$ cat config.mk
export PLATFORM = sky130hd
export DESIGN_NAME = hazard_scoreboard
export DESIGN_NICKNAME = d
export VERILOG_FILES = /design/src/rtl/cpu_pkg.sv /design/src/rtl/hazard_fwd_sel.sv /design/src/rtl/hazard_scoreboard.sv
export SDC_FILE = /design/constraint.sdc
export NUM_CORES = 1
export LEC_CHECK = 0
export CORE_MARGIN = 5
export CORE_UTILIZATION = 35
export DETAILED_ROUTE_END_ITERATION = 16
export PLACE_DENSITY = 0.82
export SETUP_SLACK_MARGIN = 0.4
export SLEW_MARGIN = 20
export SYNTH_ARGS = -nofsm -noshare
export SYNTH_HDL_FRONTEND = slang
export SYNTH_SLANG_ARGS = --single-unit
$ cat constraint.sdc
create_clock -name i_clk -period 2.6 [get_ports i_clk]
set_input_delay 0.52 -clock i_clk [delete_from_list [all_inputs] [get_ports i_clk]]
set_output_delay 0.52 -clock i_clk [all_outputs]
set_load 0.03 [all_outputs]
$ cat src/rtl/cpu_pkg.sv
// Shared CPU definitions: opcodes, datapath defaults and the hazard scoreboard entry.
package cpu_pkg;
  localparam int CPU_DATA_W = 16;
  localparam int CPU_REG_AW = 4;
  // Entry rd field is sized for the widest supported register file; indices are zero-extended.
  localparam int SB_RD_W    = 8;

  localparam logic [6:0] OP_ALU    = 7'b0110011;
  localparam logic [6:0] OP_ALUI   = 7'b0010011;
  localparam logic [6:0] OP_LOAD   = 7'b0000011;
  localparam logic [6:0] OP_STORE  = 7'b0100011;
  localparam logic [6:0] OP_BRANCH = 7'b1100011;

  localparam int FWD_REGFILE = 0;

  typedef struct packed {
    logic               valid;
    logic [SB_RD_W-1:0] rd;
    logic               is_load;
  } sb_entry_t;
endpackage

$ cat src/rtl/hazard_fwd_sel.sv
// Youngest-match priority picker for one source operand: forward select or stall request.
module hazard_fwd_sel import cpu_pkg::*; #(
  parameter int DEPTH     = 4,
  parameter int EX_STAGES = 2,
  parameter int REG_AW    = 4,
  parameter int SEL_W     = 3
) (
  input  logic                  i_req,
  input  logic [REG_AW-1:0]     i_rs,
  input  sb_entry_t [DEPTH-1:0] i_sb,
  output logic [SEL_W-1:0]      o_sel,
  output logic                  o_stall_req
);
  // Scan oldest to youngest so the youngest match overwrites any older one.
  always_comb begin
    o_sel       = SEL_W'(FWD_REGFILE);
    o_stall_req = 1'b0;
    for (int k = DEPTH; k >= 1; k--) begin
      if (i_req && i_sb[k-1].valid && i_sb[k-1].rd == SB_RD_W'(i_rs)) begin
        if (k >= (i_sb[k-1].is_load ? EX_STAGES + 2 : EX_STAGES + 1)) begin
          o_sel       = SEL_W'(k);
          o_stall_req = 1'b0;
        end else begin
          o_sel       = SEL_W'(FWD_REGFILE);
          o_stall_req = 1'b1;
        end
      end
    end
  end
endmodule

$ cat src/rtl/hazard_scoreboard.sv
// Hazard detection / forwarding unit: shift-register scoreboard EX1..EXn, MEM, WB.
// Optional stall performance counter enabled by defining HAZ_STALL_CNT_EN.
module hazard_scoreboard import cpu_pkg::*; #(
  parameter  int DATA_W      = CPU_DATA_W,
  parameter  int NUM_REGS    = 16,
  parameter  int REG_AW      = CPU_REG_AW,
  parameter  int EX_STAGES   = 2,
  parameter  int FLUSH_DEPTH = 1,
  localparam int DEPTH       = EX_STAGES + 2,
  localparam int SEL_W       = $clog2(DEPTH + 1)
) (
  input  logic                    i_clk,
  input  logic                    i_rst_n,
  input  logic                    i_id_valid,
  input  logic [REG_AW-1:0]       i_id_rs1,
  input  logic [REG_AW-1:0]       i_id_rs2,
  input  logic                    i_id_rs1_used,
  input  logic                    i_id_rs2_used,
  input  logic [REG_AW-1:0]       i_id_rd,
  input  logic                    i_id_reg_write,
  input  logic                    i_id_mem_read,
  input  logic                    i_flush,
  input  logic [DEPTH*DATA_W-1:0] i_stage_data,
  output logic                    o_stall,
  output logic [SEL_W-1:0]        o_fwd_sel1,
  output logic [SEL_W-1:0]        o_fwd_sel2,
  output logic [DATA_W-1:0]       o_fwd_data1,
  output logic [DATA_W-1:0]       o_fwd_data2,
  output logic [15:0]             o_stall_cycles
);
  if (FLUSH_DEPTH < 1 || FLUSH_DEPTH > EX_STAGES || EX_STAGES < 1 ||
      NUM_REGS > (1 << REG_AW) || REG_AW > SB_RD_W) begin : g_param_chk
    $error("hazard_scoreboard: illegal parameter combination");
  end

  sb_entry_t [DEPTH-1:0] r_sb;
  sb_entry_t [DEPTH-1:0] w_sb_nxt;
  logic                  w_req1, w_req2, w_stall;
  logic [SEL_W-1:0]      w_sel1, w_sel2;

  hazard_fwd_sel #(.DEPTH(DEPTH), .EX_STAGES(EX_STAGES), .REG_AW(REG_AW), .SEL_W(SEL_W)) u_src1 (
    .i_req(i_id_valid & i_id_rs1_used), .i_rs(i_id_rs1), .i_sb(r_sb),
    .o_sel(w_sel1), .o_stall_req(w_req1)
  );
  hazard_fwd_sel #(.DEPTH(DEPTH), .EX_STAGES(EX_STAGES), .REG_AW(REG_AW), .SEL_W(SEL_W)) u_src2 (
    .i_req(i_id_valid & i_id_rs2_used), .i_rs(i_id_rs2), .i_sb(r_sb),
    .o_sel(w_sel2), .o_stall_req(w_req2)
  );

  // A redirect kills the ID instruction anyway, so it never needs to wait.
  assign w_stall    = (w_req1 | w_req2) & ~i_flush;
  assign o_stall    = w_stall;
  assign o_fwd_sel1 = w_sel1;
  assign o_fwd_sel2 = w_sel2;

  always_comb begin
    o_fwd_data1 = '0;
    o_fwd_data2 = '0;
    for (int k = 1; k <= DEPTH; k++) begin
      if (w_sel1 == SEL_W'(k)) o_fwd_data1 = i_stage_data[(k-1)*DATA_W +: DATA_W];
      if (w_sel2 == SEL_W'(k)) o_fwd_data2 = i_stage_data[(k-1)*DATA_W +: DATA_W];
    end
  end

  // Flushed young entries are zeroed in place, so they never reach the next position.
  always_comb begin
    w_sb_nxt[0] = '0;
    if (i_id_valid && i_id_reg_write && !w_stall && !i_flush)
      w_sb_nxt[0] = '{valid: 1'b1, rd: SB_RD_W'(i_id_rd), is_load: i_id_mem_read};
    for (int k = 1; k < DEPTH; k++)
      w_sb_nxt[k] = (i_flush && k <= FLUSH_DEPTH) ? '0 : r_sb[k-1];
  end

  always_ff @(posedge i_clk or negedge i_rst_n) begin
    if (!i_rst_n) r_sb <= '0;
    else          r_sb <= w_sb_nxt;
  end

`ifdef HAZ_STALL_CNT_EN
  logic [15:0] r_stall_cycles;
  always_ff @(posedge i_clk or negedge i_rst_n) begin
    if (!i_rst_n)
      r_stall_cycles <= '0;
    else if (w_stall && r_stall_cycles != 16'hFFFF)
      r_stall_cycles <= r_stall_cycles + 16'd1;
  end
  assign o_stall_cycles = r_stall_cycles;
`else
  assign o_stall_cycles = '0;
`endif
endmodule

==> results_tabular.tex <==
\begin{tabular}{lr}
\hline
Metric & Value \\
\hline
\multicolumn{2}{l}{\textbf{Final layout}} \\
\quad Most frequent cells in the layout & sky130\_fd\_sc\_hd\_\_buf\_6, sky130\_fd\_sc\_hd\_\_clkdlybuf4s50\_1, sky130\_fd\_sc\_hd\_\_nor2\_2 \\
\quad Largest Register & r\_sb \\
\quad Number of flip-flops in the largest register & 23 \\
\quad Final core occ & 83.2\% \\
\quad Most frequent standard cell in the layout excluding fill and tap cells & sky130\_fd\_sc\_hd\_\_buf\_6 \\
\quad Final net count & 426 \\
\quad Count of antenna diodes in the layout & 0 \\
\quad Area grow syn2layout & 127\% \\
\quad Ratio of cells with drive above 1 in the final layout & 62.2\% \\
\quad Registers with the most flip-flops & r\_sb: 23 flops \\
\multicolumn{2}{l}{\textbf{Yosys}} \\
\quad Cells after synthesis & 201 \\
\quad Count of synthesis-stage warnings from yosys & 0 \\
\quad Xor-xnor portion of the synthesized cell area & 15.1\% \\
\quad Share of synthesized area spent on multiplexers & 0\% \\
\quad Register bit total from synthesis & 23 \\
\quad Cell area after synthesis & 1900 um2 \\
\quad Adder-Cell Fraction of Synth Area & 0\% \\
\quad Async S/R FF share, synth & 100\% \\
\quad Primary flip-flop cell chosen by synthesis mapping & sky130\_fd\_sc\_hd\_\_dfrtp\_1 \\
\quad Synth Area per Inst & 9.47 um2 \\
\quad Number of enable-type register cells in the synthesized netlist & 0 \\
\quad Sequential element share of the synthesized area & 30.2\% \\
\quad Share of the synthesized area in compound gates (AO/OA/AOI/OAI) & 17.9\% \\
\quad Largest family of logic cells by synthesized area & simple AND/OR/NAND/NOR gates \\
\quad Number of distinct library cell variants in the gate-level netlist after synthesis & 27 \\
\quad Basic-gate share of the synthesized area counting and, or, nand and nor cells & 24.9\% \\
\multicolumn{2}{l}{\textbf{GRT}} \\
\quad Vias in the first global route & 2433 \\
\quad Global-route usage over all layers & 24.4\% \\
\quad Maximum number of pins on one net before global-route repair & 24 \\
\quad Global-route wire length before repair & 13500 um \\
\quad Overflow after GRT & 0 \\
\quad Number of antenna violations at the first check in global routing & 0 \\
\multicolumn{2}{l}{\textbf{Run status}} \\
\quad Status & finished with violations \\
\quad Violated checks & setup timing \\
\multicolumn{2}{l}{\textbf{Worst setup path}} \\
\quad Critical Setup Path Class & input pin to output port \\
\quad Slowest cell on the critical path & sky130\_fd\_sc\_hd\_\_nor3\_4 \\
\quad Endpoint class of the critical path & output port \\
\quad Critical path required time & 2.08 ns \\
\quad Path depth of the worst reg2reg path & 9 \\
\quad Crit path DAT & 2.11 ns \\
\quad Crit path largest cell delay & 0.22 ns \\
\quad Cell occurring most often along the worst timing path & sky130\_fd\_sc\_hd\_\_buf\_6 \\
\quad Cell breakdown of the critical path & buf\_8 > buf\_6 > xor2\_2 > nor3\_2 > nand4\_1 > o41ai\_4 > buf\_4 > buf\_12 > buf\_16 > nor3\_4 > buf\_6 \\
\quad Largest driver fanout on the critical path & 4 \\
\quad Critical path launch point type & input pin \\
\multicolumn{2}{l}{\textbf{STA}} \\
\quad Post-route clock skew & 0.0106 ns \\
\quad Sum of negative setup slack & -0.145 ns \\
\quad Setup repair after global routing missed its margin & true \\
\quad Number of hold-slack violations in the final timing report & 0 \\
\quad Final worst path period share & 101\% \\
\quad Count of pins over their slew limit & 0 \\
\quad Post-layout min period & 2.63 ns \\
\quad F\_max & 0.380 GHz \\
\quad Final setup violating endpoints & 12 \\
\quad Post-route worst setup slack & -0.0322 ns \\
\multicolumn{2}{l}{\textbf{Clocking}} \\
\quad Max H-tree Level & 1 \\
\quad Clock transition at the register clock pins on the worst setup and hold paths after CTS & 0.08 ns \\
\quad Clk buf depth & 2 \\
\quad Number of sinks on the clock net & 23 \\
\quad Clock tree from TritonCTS & done \\
\quad Inserted Clock Buffers & 3 \\
\quad Root buffer cell & sky130\_fd\_sc\_hd\_\_clkbuf\_8 \\
\quad Insertion delay to the later sink of the worst-skew pair & 0.28 ns \\
\multicolumn{2}{l}{\textbf{Pwr}} \\
\quad Static leakage & 1.76 nW \\
\quad Portion of total power attributed to sequential cells & 42.6\% \\
\quad Power per Cell Area & 204 nW/um2 \\
\quad Worst IR Drop VDD & 0.351 mV \\
\quad Sw frac & 31.5\% \\
\quad Combinational power share & 31.4\% \\
\quad Switching Power & 0.279 mW \\
\quad P\_int & 0.607 mW \\
\quad Clock power share & 26.0\% \\
\multicolumn{2}{l}{\textbf{Placement}} \\
\quad Count of input and output buffers & 90 \\
\quad Final estimated routing congestion in global placement & 0.838 \\
\quad Post-detail-place hpwl & 4940 um \\
\multicolumn{2}{l}{\textbf{Detailed routing}} \\
\quad 1st-pass router iterations & 4 \\
\quad Antenna-violating nets left & 0 \\
\quad Mean number of vias per cell & 5.63 \\
\quad 1st-iter DRT viols & 122 \\
\quad Post-DR wirelength/cell & 23.6 um \\
\quad Via count & 2312 \\
\quad DRC violation count after routing & 0 \\
\quad Final routed wirelength across all metal layers & 9680 um \\
\multicolumn{2}{l}{\textbf{Floorplan}} \\
\quad Die W & 83.7 um \\
\quad Area of the core & 5200 um2 \\
\quad IO Count & 139 \\
\quad Floorplan row count & 26 \\
\quad Initial core utilization & 36.6\% \\
\quad Height of the die & 83.7 um \\
\quad Die footprint & 7010 um2 \\
\multicolumn{2}{l}{\textbf{Min path}} \\
\quad Hold Crit Class & register to register \\
\quad Number of cells on the worst hold path & 0 \\
\multicolumn{2}{l}{\textbf{Run}} \\
\quad Maxcap violations & 0 \\
\hline
\end{tabular}
## kinds of logic (layout without fill, tap and decap cells)
family | after synthesis | count (layout)
simple gates | 78 | 78
xor+xnor | 32 | 32
buf+inv | 31 | 156
other cells | 1 | 16
flops | 23 | 23
compound gates | 36 | 36
## Yosys cell counts, types with 2 or more instances
cell,n,area (um2)
sky130_fd_sc_hd__a32oi_1,32,280
sky130_fd_sc_hd__nor2_1,32,120
sky130_fd_sc_hd__dfrtp_1,23,576
sky130_fd_sc_hd__xor2_1,21,184
sky130_fd_sc_hd__buf_4,20,150
sky130_fd_sc_hd__nand3_1,12,60.1
sky130_fd_sc_hd__xnor2_1,10,87.6
sky130_fd_sc_hd__buf_2,7,35.0
sky130_fd_sc_hd__nor2b_1,7,43.8
sky130_fd_sc_hd__nor4_1,6,37.5
sky130_fd_sc_hd__nor3_1,4,20.0
sky130_fd_sc_hd__buf_6,3,33.8
sky130_fd_sc_hd__nand2_1,3,11.3
sky130_fd_sc_hd__and2_1,2,12.5
sky130_fd_sc_hd__nand4_1,2,12.5
sky130_fd_sc_hd__nand4_4,2,42.5
sky130_fd_sc_hd__nor2_2,2,12.5
sky130_fd_sc_hd__nor3_2,2,20.0
sky130_fd_sc_hd__nor3b_4,2,37.5
sky130_fd_sc_hd__nor4_4,2,42.5
## worst max-delay path: cells and delay by family
| family | cells | cell delay, ns |
|---|---|---|
| xor+xnor | 1 | 0.18 |
| compound gates | 1 | 0.13 |
| buf+inv | 6 | 0.81 |
| simple gates | 3 | 0.45 |
## metrics by stage
stage                     hold WS (ns)  cell area (um2)  power, mW  cells  worst slack, ns
final                            0.354             4330      0.885    411          -0.0322
after global routing             0.359             4330      0.917    411          -0.0930
after CTS                        0.353             4110      0.858    408           0.0615
after detailed placement         0.335             3080      0.595    374           -0.241
after global placement           0.333             3080      0.589    374           -0.227
after floorplan                  0.224             2110      0.483    216            0.225
## final timing paths
check	startpoint	slack, ns	end
worst min-delay path	r_sb[10]$_DFF_PN0_	0.35	r_sb[20]$_DFF_PN0_
max in group asynchronous	i_rst_n	1.76	r_sb[32]$_DFF_PN0_
worst min register to register	r_sb[10]$_DFF_PN0_	0.35	r_sb[20]$_DFF_PN0_
worst max register to register	r_sb[23]$_DFF_PN0_	0.72	r_sb[0]$_DFF_PN0_
worst max-delay path	i_id_rs2[1]	-0.03	o_fwd_sel2[0]
min in group asynchronous	i_rst_n	0.58	r_sb[14]$_DFF_PN0_
## repair_timing
item	in CTS	in global routing
buffers inserted	20	2
endpoints found under the setup margin	39	39
pin swaps	34	26
cloned	10	1
hold buffers	0	0
resized for setup	155	30
## cell type report
| type | instances | area (um2) |
|---|---|---|
| Multi-Input combinational cell | 162 | 1780 |
| Fill cell | 244 | 876 |
| Timing Repair Buffer | 151 | 1830 |
| Sequential cell | 23 | 583 |
| Inverter | 1 | 3.75 |
| Clock buffer | 3 | 41.3 |
| Tap cell | 70 | 87.6 |
| Clock inverter | 1 | 5.00 |
## routing by layer
layer  GRT usage, %  share of wire (%)  up-vias
met5              0                  0        -
met4           9.94                3.6        0
met3           3.55                6.4       23
met2           45.6                 54      139
met1           27.5                 36     1153
li1               -                  -      997
## power groups by stage
stage | registers (mW) | clock network [mW] | logic [mW]
finish | 0.377 | 0.230 | 0.278
global route | 0.378 | 0.248 | 0.291
CTS | 0.375 | 0.228 | 0.255
detailed placement | 0.380 | 0 | 0.215
global placement | 0.379 | 0 | 0.210
floorplan | 0.378 | 0 | 0.105
Note: power is estimated with default switching activity, not from simulation.
